[src/rtl/shift_request_fifo_amisha_pkg.sv]
// Shared widths, default FIFO geometry and the request record used by the
// rotate request FIFO and its rotate stage.
package shift_request_fifo_amisha_pkg;

    localparam int DATA_W    = 8;
    localparam int AMT_W     = 3;
    localparam int DEPTH_DEF = 4;
    localparam int PTR_W_DEF = 2;

    typedef struct packed {
        logic [AMT_W-1:0]  amt;
        logic [DATA_W-1:0] data;
    } req_t;

    function automatic req_t pack_req(input logic [DATA_W-1:0] data,
                                      input logic [AMT_W-1:0]  amt);
        req_t r;
        r.amt  = amt;
        r.data = data;
        return r;
    endfunction

endpackage

[src/rtl/shift_request_fifo_amisha_rotate.sv]
// Combinational 8-bit rotate-right stage; amt=0 passes the byte through.
module barrel_shifter_stage_Amisha
    import shift_request_fifo_amisha_pkg::*;
(
    input  logic [DATA_W-1:0] a,
    input  logic [AMT_W-1:0]  amt,
    output logic [DATA_W-1:0] y
);

    logic [2*DATA_W-1:0] dbl;

    // Shifting the byte concatenated with itself yields the rotation in the low half.
    always_comb begin
        dbl = {a, a} >> amt;
        y   = dbl[DATA_W-1:0];
    end

endmodule

[src/rtl/shift_request_fifo_amisha.sv]
// Request FIFO in front of the rotate stage with a registered, back-pressurable
// result; one rotation per clock under full flow.
module shift_request_fifo_amisha
    import shift_request_fifo_amisha_pkg::*;
#(
    parameter int DEPTH = DEPTH_DEF,
    parameter int PTR_W = PTR_W_DEF
) (
    input  logic              clk_amisha,
    input  logic              reset_n_amisha,
    input  logic              in_valid_amisha,
    output logic              in_ready_amisha,
    input  logic [DATA_W-1:0] a_in_amisha,
    input  logic [AMT_W-1:0]  amt_in_amisha,
    output logic              out_valid_amisha,
    input  logic              out_ready_amisha,
    output logic [DATA_W-1:0] y_out_amisha,
    output logic [PTR_W:0]    count_amisha
);

    localparam logic [PTR_W:0]   FULL_CNT = (PTR_W+1)'(DEPTH);
    localparam logic [PTR_W:0]   CNT_ONE  = (PTR_W+1)'(1);
    localparam logic [PTR_W-1:0] PTR_ONE  = PTR_W'(1);

    req_t              mem_q [DEPTH];
    req_t              mem_d [DEPTH];
    logic [PTR_W-1:0]  wr_ptr_q, wr_ptr_d;
    logic [PTR_W-1:0]  rd_ptr_q, rd_ptr_d;
    logic [PTR_W:0]    count_q, count_d;
    logic              out_valid_q, out_valid_d;
    logic [DATA_W-1:0] y_q, y_d;

    req_t              head;
    logic [DATA_W-1:0] rot_y;
    logic              push, pop, load, not_empty;

    assign head = mem_q[rd_ptr_q];

    barrel_shifter_stage_Amisha u_rotate (
        .a   (head.data),
        .amt (head.amt),
        .y   (rot_y)
    );

    // in_ready depends only on registered occupancy, so no input-to-ready path exists.
    always_comb begin
        not_empty       = (count_q != '0);
        in_ready_amisha = (count_q != FULL_CNT);
        load            = !out_valid_q || out_ready_amisha;
        push            = in_valid_amisha && in_ready_amisha;
        pop             = not_empty && load;

        mem_d    = mem_q;
        wr_ptr_d = wr_ptr_q;
        rd_ptr_d = rd_ptr_q;
        count_d  = count_q;
        out_valid_d = out_valid_q;
        y_d         = y_q;

        if (push) begin
            mem_d[wr_ptr_q] = pack_req(a_in_amisha, amt_in_amisha);
            wr_ptr_d        = wr_ptr_q + PTR_ONE;
        end
        if (pop) begin
            rd_ptr_d = rd_ptr_q + PTR_ONE;
        end

        case ({push, pop})
            2'b10:   count_d = count_q + CNT_ONE;
            2'b01:   count_d = count_q - CNT_ONE;
            default: count_d = count_q;
        endcase

        // With an empty FIFO the output slot simply empties; y keeps its last value.
        if (load) begin
            out_valid_d = not_empty;
            if (not_empty) begin
                y_d = rot_y;
            end
        end
    end

    always_ff @(posedge clk_amisha or negedge reset_n_amisha) begin
        if (!reset_n_amisha) begin
            wr_ptr_q    <= '0;
            rd_ptr_q    <= '0;
            count_q     <= '0;
            out_valid_q <= 1'b0;
            y_q         <= '0;
        end else begin
            wr_ptr_q    <= wr_ptr_d;
            rd_ptr_q    <= rd_ptr_d;
            count_q     <= count_d;
            out_valid_q <= out_valid_d;
            y_q         <= y_d;
        end
    end

    // Storage contents are only meaningful behind the pointers, so they carry no reset.
    always_ff @(posedge clk_amisha) begin
        mem_q <= mem_d;
    end

    assign out_valid_amisha = out_valid_q;
    assign y_out_amisha     = y_q;
    assign count_amisha     = count_q;

endmodule

[config.mk]
export PLATFORM = sky130hd
export DESIGN_NAME = shift_request_fifo_amisha
export DESIGN_NICKNAME = d
export VERILOG_FILES = /design/src/rtl/shift_request_fifo_amisha_pkg.sv /design/src/rtl/shift_request_fifo_amisha_rotate.sv /design/src/rtl/shift_request_fifo_amisha.sv
export SDC_FILE = /design/constraint.sdc
export NUM_CORES = 1
export LEC_CHECK = 0
export BUFFER_PORTS_ARGS = -buffer_cell sky130_fd_sc_hd__buf_4
export CORE_MARGIN = 2
export CORE_UTILIZATION = 62
export DETAILED_ROUTE_END_ITERATION = 10
export PLACE_DENSITY = 0.9
export SLEW_MARGIN = 15
export SYNTH_ARGS = -nofsm -noshare
export SYNTH_HDL_FRONTEND = slang
export SYNTH_HIERARCHICAL = 1
export SYNTH_SLANG_ARGS = --single-unit
[constraint.sdc]
create_clock -name clk_amisha -period 5.55 [get_ports clk_amisha]
set_input_delay 1.11 -clock clk_amisha [delete_from_list [all_inputs] [get_ports clk_amisha]]
set_output_delay 1.11 -clock clk_amisha [all_outputs]
set_load 0.02 [all_outputs]
# Yosys cells after proc, flatten, opt, wreduce, memory -nomap -nowiden
# Cells that the tools add are included.
[word_totals]
register_bits = 60
inputBits = 15
out_inout_bits = 13
word_cells = 41
[classes]
n_addsub = 4
order_cmp = 3
n_eq_ne = 3
shift = 1
n_mux = 7
n_bitwise = 2
n_reduce_logical = 8
[ops]
columns = ["cell", "n"]
rows = [
  ["bitwise mux 44 bit", 1],
  ["two-way mux 11 bit", 3],
  ["binary-select mux 11 bit (select 2 bit)", 1],
  ["demux 11 bit (select 2 bit)", 1],
  [">> shifter 16 x 3 -> 8 bit", 1],
  ["greater-or-equal comparator 3 bit (second input constant)", 2],
  ["NOT 2 -> 3 bit", 2],
  ["one-hot mux 3 bit (2 select lines)", 1],
  ["adder 2 x 1 -> 2 bit (second input constant)", 2],
  ["adder 3 x 1 -> 3 bit (second input constant)", 1],
  ["logical AND 1 bit", 3],
  ["less-than comparator 3 x 1 -> 1 bit (second input constant)", 1],
  ["!= test 3 bit (second input constant)", 1],
  ["nonzero test 3 bit", 1],
  ["subtractor 3 x 1 -> 3 bit (second input constant)", 1],
  ["== test 2 x 1 -> 1 bit (second input constant)", 1],
  ["== test 2 bit (second input constant)", 1],
  ["AND reduction 2 bit", 1],
  ["nonzero test 2 bit", 1],
  ["zero test 1 bit", 1],
  ["logical OR 1 bit", 1],
]

# Longest topological paths before layout
[logic_depth]
ltp_word = 6
mapped_depth = 9
depth_no_buf = 9

# Hierarchy
# Netlist, hierarchy kept.
[modules_own_cells]
columns = ["mod", "instances", "cells_per_inst", "area_per_inst_um2", "seq_area_each_um2"]
rows = [
  ["shift_request_fifo_amisha", 1, 114, 2344.7, 1721.7],
  ["barrel_shifter_stage_Amisha", 1, 19, 326.6, 0.0],
]

# Least setup slack after synthesis
# OpenSTA, ideal clock, no wires.
[synth_timing]
path_kind = "in2reg"
start = "in out_ready_amisha"
end = "reg count_q[2], in the netlist count_amisha[2]"
setup_time_ns = 0.080
arrival_ns = 2.568
required_ns = 5.470
setup_slack_ns = 2.902
path_stages = 8
n_path_buf = 0
cell_sequence = "inv_1 -> a21oi_2 -> ha_1 -> inv_1 -> fa_1 -> xor2_1 -> nor2_1 -> xor2_1"
[synth_via]
elab_chain_cells = 4
elab_cells_between_ends = 6
cone_classes = "2 x eq/ne; 1 x mux; 3 x reduce/logical"
[synth_lines]
columns = ["element", "line_no", "text"]
rows = [
  ["start, declared", "shift_request_fifo_amisha.sv:16", "input logic out_ready_amisha,"],
  ["logical OR 1 bit *", "shift_request_fifo_amisha.sv:49", "load = !out_valid_q || out_ready_amisha;"],
  ["logical AND 1 bit *", "shift_request_fifo_amisha.sv:51", "pop = not_empty && load;"],
  ["named net pop", "shift_request_fifo_amisha.sv:35", "logic push, pop, load, not_empty;"],
  ["== test 2 x 1 -> 1 bit / == test 2 bit (equally long branches)", "shift_request_fifo_amisha.sv:68", "case ({push, pop})"],
  ["one-hot mux 3 bit (2 select lines) / nonzero test 2 bit (equally long branches)", "n/a", ""],
  ["end signal, assigned", "shift_request_fifo_amisha.sv:93", "count_q <= count_d;"],
  ["end, declared", "shift_request_fifo_amisha.sv:29", "logic [PTR_W:0] count_q, count_d;"],
]
# Mark *: on every way through the listed nets, which the timed path passes. The rest lies on a longest branch.
# A chain may end at the register's enable or synchronous reset.

==> impl_metrics.env <==
export IMPL_overflow=0
export IMPL_dieArea_um2=4850
export IMPL_detailed_place_hpwl_um=3170
export IMPL_tritoncts_clock_tree="built"
export IMPL_p_int_mw=1.38
export IMPL_largest_delay_share_family_worst_path="multiplexers"
export IMPL_post_cts_repair_setup_buffers=0
export IMPL_path_common_cell="sky130_fd_sc_hd__mux2_2"
export IMPL_clock_tree_root_cell="sky130_fd_sc_hd__clkbuf_8"
export IMPL_power_density_nw_per_um2=639
export IMPL_placeableCoreArea_um2=4090
export IMPL_irDropWorstVdd_v=0.000395
export IMPL_floorplan_initialDensity_pct=65.4
export IMPL_critical_path_required_ps=5760
export IMPL_synth_edf_count=44
export IMPL_fin_crit_ps=2790
export IMPL_path_class="reg -> reg"
export IMPL_max_clock_freq_mhz=359
export IMPL_port_buffers=27
export IMPL_via_per_inst=6.09
export IMPL_timing_critical_path_from="rd_ptr_q[0]$_DFFE_PN0P_"
export IMPL_detail_route_wirelength_um=4580
export IMPL_whs_ps=507
export IMPL_worst_setup_hold_path_clk_slew_ps=60
export IMPL_swShare_pct=31.1
export IMPL_dominantRegCellSynth="sky130_fd_sc_hd__edfxtp_1"
export IMPL_postSynthRegisterBits=60
export IMPL_cp_cell_sequence="mux4_2 -> mux4_1 -> mux2_2 -> mux2_2"
export IMPL_synth_cell_area_um2=2670
export IMPL_chipWidth_um=69.6
export IMPL_finish_net_count=187
export IMPL_cpMaxStageDelayCell="sky130_fd_sc_hd__dfrtp_1"
export IMPL_worstSetupEndpointType="flip-flop"
export IMPL_endpoint_of_the_worst_setup_timing_path="y_out_amisha[6]$_DFFE_PN0P_"
export IMPL_postSynthAreaPerCell_um2=20.1
export IMPL_totalNegativeSetupSlack_ps=0
export IMPL_min_delay_path_class="reg -> reg"
export IMPL_globalplace_congestion=0.731
export IMPL_critical_path_startpoint_type="flip-flop"
export IMPL_yosysWarningCount=6
export IMPL_synth_yosys_seq_area_share_pct=64.4
export IMPL_total_leakage_power_nw=1.21
export IMPL_crit_buf_inv=0
export IMPL_synthesis_nets=154
export IMPL_p_comb_share_pct=41.5
export IMPL_netlist_top_cells_area="sky130_fd_sc_hd__edfxtp_1 (49%), sky130_fd_sc_hd__dfrtp_1 (15%), sky130_fd_sc_hd__mux4_2 (9.3%), sky130_fd_sc_hd__mux4_1 (7.9%), sky130_fd_sc_hd__mux2_2 (6.7%)"
export IMPL_synthMostInstantiatedCell="sky130_fd_sc_hd__edfxtp_1"
export IMPL_die_h_um=69.6
export IMPL_yosys_top_cells_count="sky130_fd_sc_hd__edfxtp_1 (44), sky130_fd_sc_hd__dfrtp_1 (16), sky130_fd_sc_hd__mux2_2 (16)"
export IMPL_post_cts_resized=0
export IMPL_final_layout_size_suffix_gt1_share_pct=43.9
export IMPL_diodes_inserted=0
export IMPL_hold_vio_cnt_final=0
export IMPL_grt_start_max_net_pins=17
export IMPL_drt_antenna_violating_nets=0
export IMPL_syn_inst=133
export IMPL_global_route_wire_length_before_repair_um=7620
export IMPL_num_io_pins=28
export IMPL_wire_per_inst_um=20.7
export IMPL_min_period_over_period_pct=50.2
export IMPL_timing_critical_path_depth=4
export IMPL_vias=1345
export IMPL_clock_sinks=60
export IMPL_worst_r2r_endpoint="y_out_amisha[6]$_DFFE_PN0P_"
export IMPL_worstPathArrival_ps=3000
export IMPL_timing_final_max_slew_violations=0
export IMPL_seq_power_share_pct=35.8
export IMPL_cts_hold_fix_buffers=0
export IMPL_synth_top_cell_area_share_pct=49.5
export IMPL_antenna_found_initial=0
export IMPL_timing_rr_start="rd_ptr_q[0]$_DFFE_PN0P_"
export IMPL_synth_distinct_cells=25
export IMPL_cts_buffer_depth=2
export IMPL_track_usage_pct=21.5
export IMPL_drt_iter0_drc=70
export IMPL_setup_violation_total_in_the_final_timing_report=0
export IMPL_worst_case_reg_to_reg_path_depth=4
export IMPL_critical_path_max_fanout=13
export IMPL_cts_htree_levels=3
export IMPL_maxSlewHeadroom_pct=49.5
export IMPL_clk_latency_ps=330
export IMPL_worst_clock_skew_ps=6.75
export IMPL_layout_area_overhead_vs_synth_pct=17.1
export IMPL_synth_largest_area_cell="sky130_fd_sc_hd__edfxtp_1"
export IMPL_route_detailed_drc=0
export IMPL_reg2reg_setup_slack_ps=2760
export IMPL_critical_path_max_stage_delay_ps=830
export IMPL_maxCapViolCount=0
export IMPL_cts_made_buffers=9
export IMPL_p_clk_share_pct=22.6
export IMPL_worst_slew_pin_slew_ps=757
export IMPL_grt_setup_unrepaired="false"
export IMPL_row_count=23
export IMPL_drt_pre_antenna_iters=4
export IMPL_synthArstFlopShare_pct=26.7
export IMPL_first_global_vias=1494
export IMPL_power_switching_mw=0.622
export IMPL_outcome="completed"
==> power by group through the flow <==
stage          sequential (mW)  clock [mW]  combinational [mW]
5_1_grt                  0.736       0.479               0.902
3_5_place_dp             0.728           0               0.835
6_report                 0.716       0.452               0.830
4_1_cts                  0.720       0.458               0.842
3_3_place_gp             0.715           0               0.784
2_1_floorplan            0.729           0               0.617
==> layer usage <==
metal | GRT usage (%) | routed length (µm) | share of wire, %
met1 | 25.0 | 1790 | 39
met2 | 36.4 | 2460 | 54
met3 | 7.41 | 240 | 5.2
met4 | 9.40 | 94 | 2.1
met5 | 0 | 0 | 0
==> how the worst min path moves through the flow <==
| stage | slack (ps) | to | startpoint | depth (start not counted) |
|---|---|---|---|---|
| 6_report | 510 | y_out_amisha[2]$_DFFE_PN0P_ | y_out_amisha[2]$_DFFE_PN0P_ | 1 |
| 5_1_grt | 540 | y_out_amisha[6]$_DFFE_PN0P_ | y_out_amisha[6]$_DFFE_PN0P_ | 1 |
| 4_1_cts | 510 | y_out_amisha[2]$_DFFE_PN0P_ | y_out_amisha[2]$_DFFE_PN0P_ | 1 |
| 3_5_place_dp | 500 | y_out_amisha[2]$_DFFE_PN0P_ | y_out_amisha[2]$_DFFE_PN0P_ | 1 |
| 3_3_place_gp | 490 | y_out_amisha[4]$_DFFE_PN0P_ | y_out_amisha[4]$_DFFE_PN0P_ | 1 |
| 2_1_floorplan | 530 | wr_ptr_q[1]$_DFFE_PN0P_ | wr_ptr_q[1]$_DFFE_PN0P_ | 1 |
==> layout make-up <==
cell class / count / area (µm²)
Clock buffer: 10 / 128
Clock inverter: 6 / 103
Multi-Input combinational cell: 61 / 885
Timing Repair Buffer: 27 / 203
Sequential cell: 60 / 1720
Fill cell: 209 / 958
Inverter: 7 / 26.3
Tap cell: 50 / 62.6
==> stage by stage <==
step / power (mW) / setup WS, ps / cell area, µm² / instances / util [%]
6_report: 2.00 / 2760 / 3130 / 221 / 76.5
5_1_grt: 2.12 / 2620 / 3130 / 221 / 76.5
4_1_cts: 2.02 / 2710 / 3130 / 221 / 76.5
3_5_place_dp: 1.56 / 2540 / 2900 / 205 / 70.9
3_3_place_gp: 1.50 / 2720 / 2900 / 205 / 70.9
2_1_floorplan: 1.35 / 2900 / 2670 / 133 / -
==> state kept, by name, indices dropped and copies added, names as in the netlist <==
name              count
y_out_amisha          8
mem_q                44
out_valid_amisha      1
wr_ptr_q              2
rd_ptr_q              2
count_amisha          3
==> cells in the final DEF, fill, tap and decap left out <==
cell	instances
sky130_fd_sc_hd__mux4_2	11
sky130_fd_sc_hd__mux2_2	16
sky130_fd_sc_hd__nand2_1	1
sky130_fd_sc_hd__nor3_1	1
sky130_fd_sc_hd__dfrtp_1	16
sky130_fd_sc_hd__clkbuf_8	9
sky130_fd_sc_hd__mux2_4	1
sky130_fd_sc_hd__clkinv_1	2
sky130_fd_sc_hd__fa_1	1
sky130_fd_sc_hd__mux2i_1	1
sky130_fd_sc_hd__nand2b_1	1
sky130_fd_sc_hd__and3b_1	1
sky130_fd_sc_hd__or3b_4	1
sky130_fd_sc_hd__and2_4	1
sky130_fd_sc_hd__mux4_1	8
sky130_fd_sc_hd__clkinv_2	1
sky130_fd_sc_hd__buf_4	27
sky130_fd_sc_hd__xor2_1	4
sky130_fd_sc_hd__bufinv_16	3
sky130_fd_sc_hd__edfxtp_1	44
sky130_fd_sc_hd__clkbuf_1	1
sky130_fd_sc_hd__inv_1	7
sky130_fd_sc_hd__a21oi_2	1
sky130_fd_sc_hd__and3_2	4
sky130_fd_sc_hd__ha_1	5
sky130_fd_sc_hd__nor2_1	1
sky130_fd_sc_hd__xnor2_1	2
==> logic make-up after synthesis <==
logic type                 Yosys count  share of synthesized area (%)
DFF                                 60                           64.4
adders and majority gates            6                           3.09
AOI/OAI and AO/OA                    1                          0.328
and+or+nand+nor                     11                           2.90
xor gates and xnor gates             6                           1.97
buffers and inverters               12                           2.44
muxes                               37                           24.8
Power figures use the tool's default switching activity.
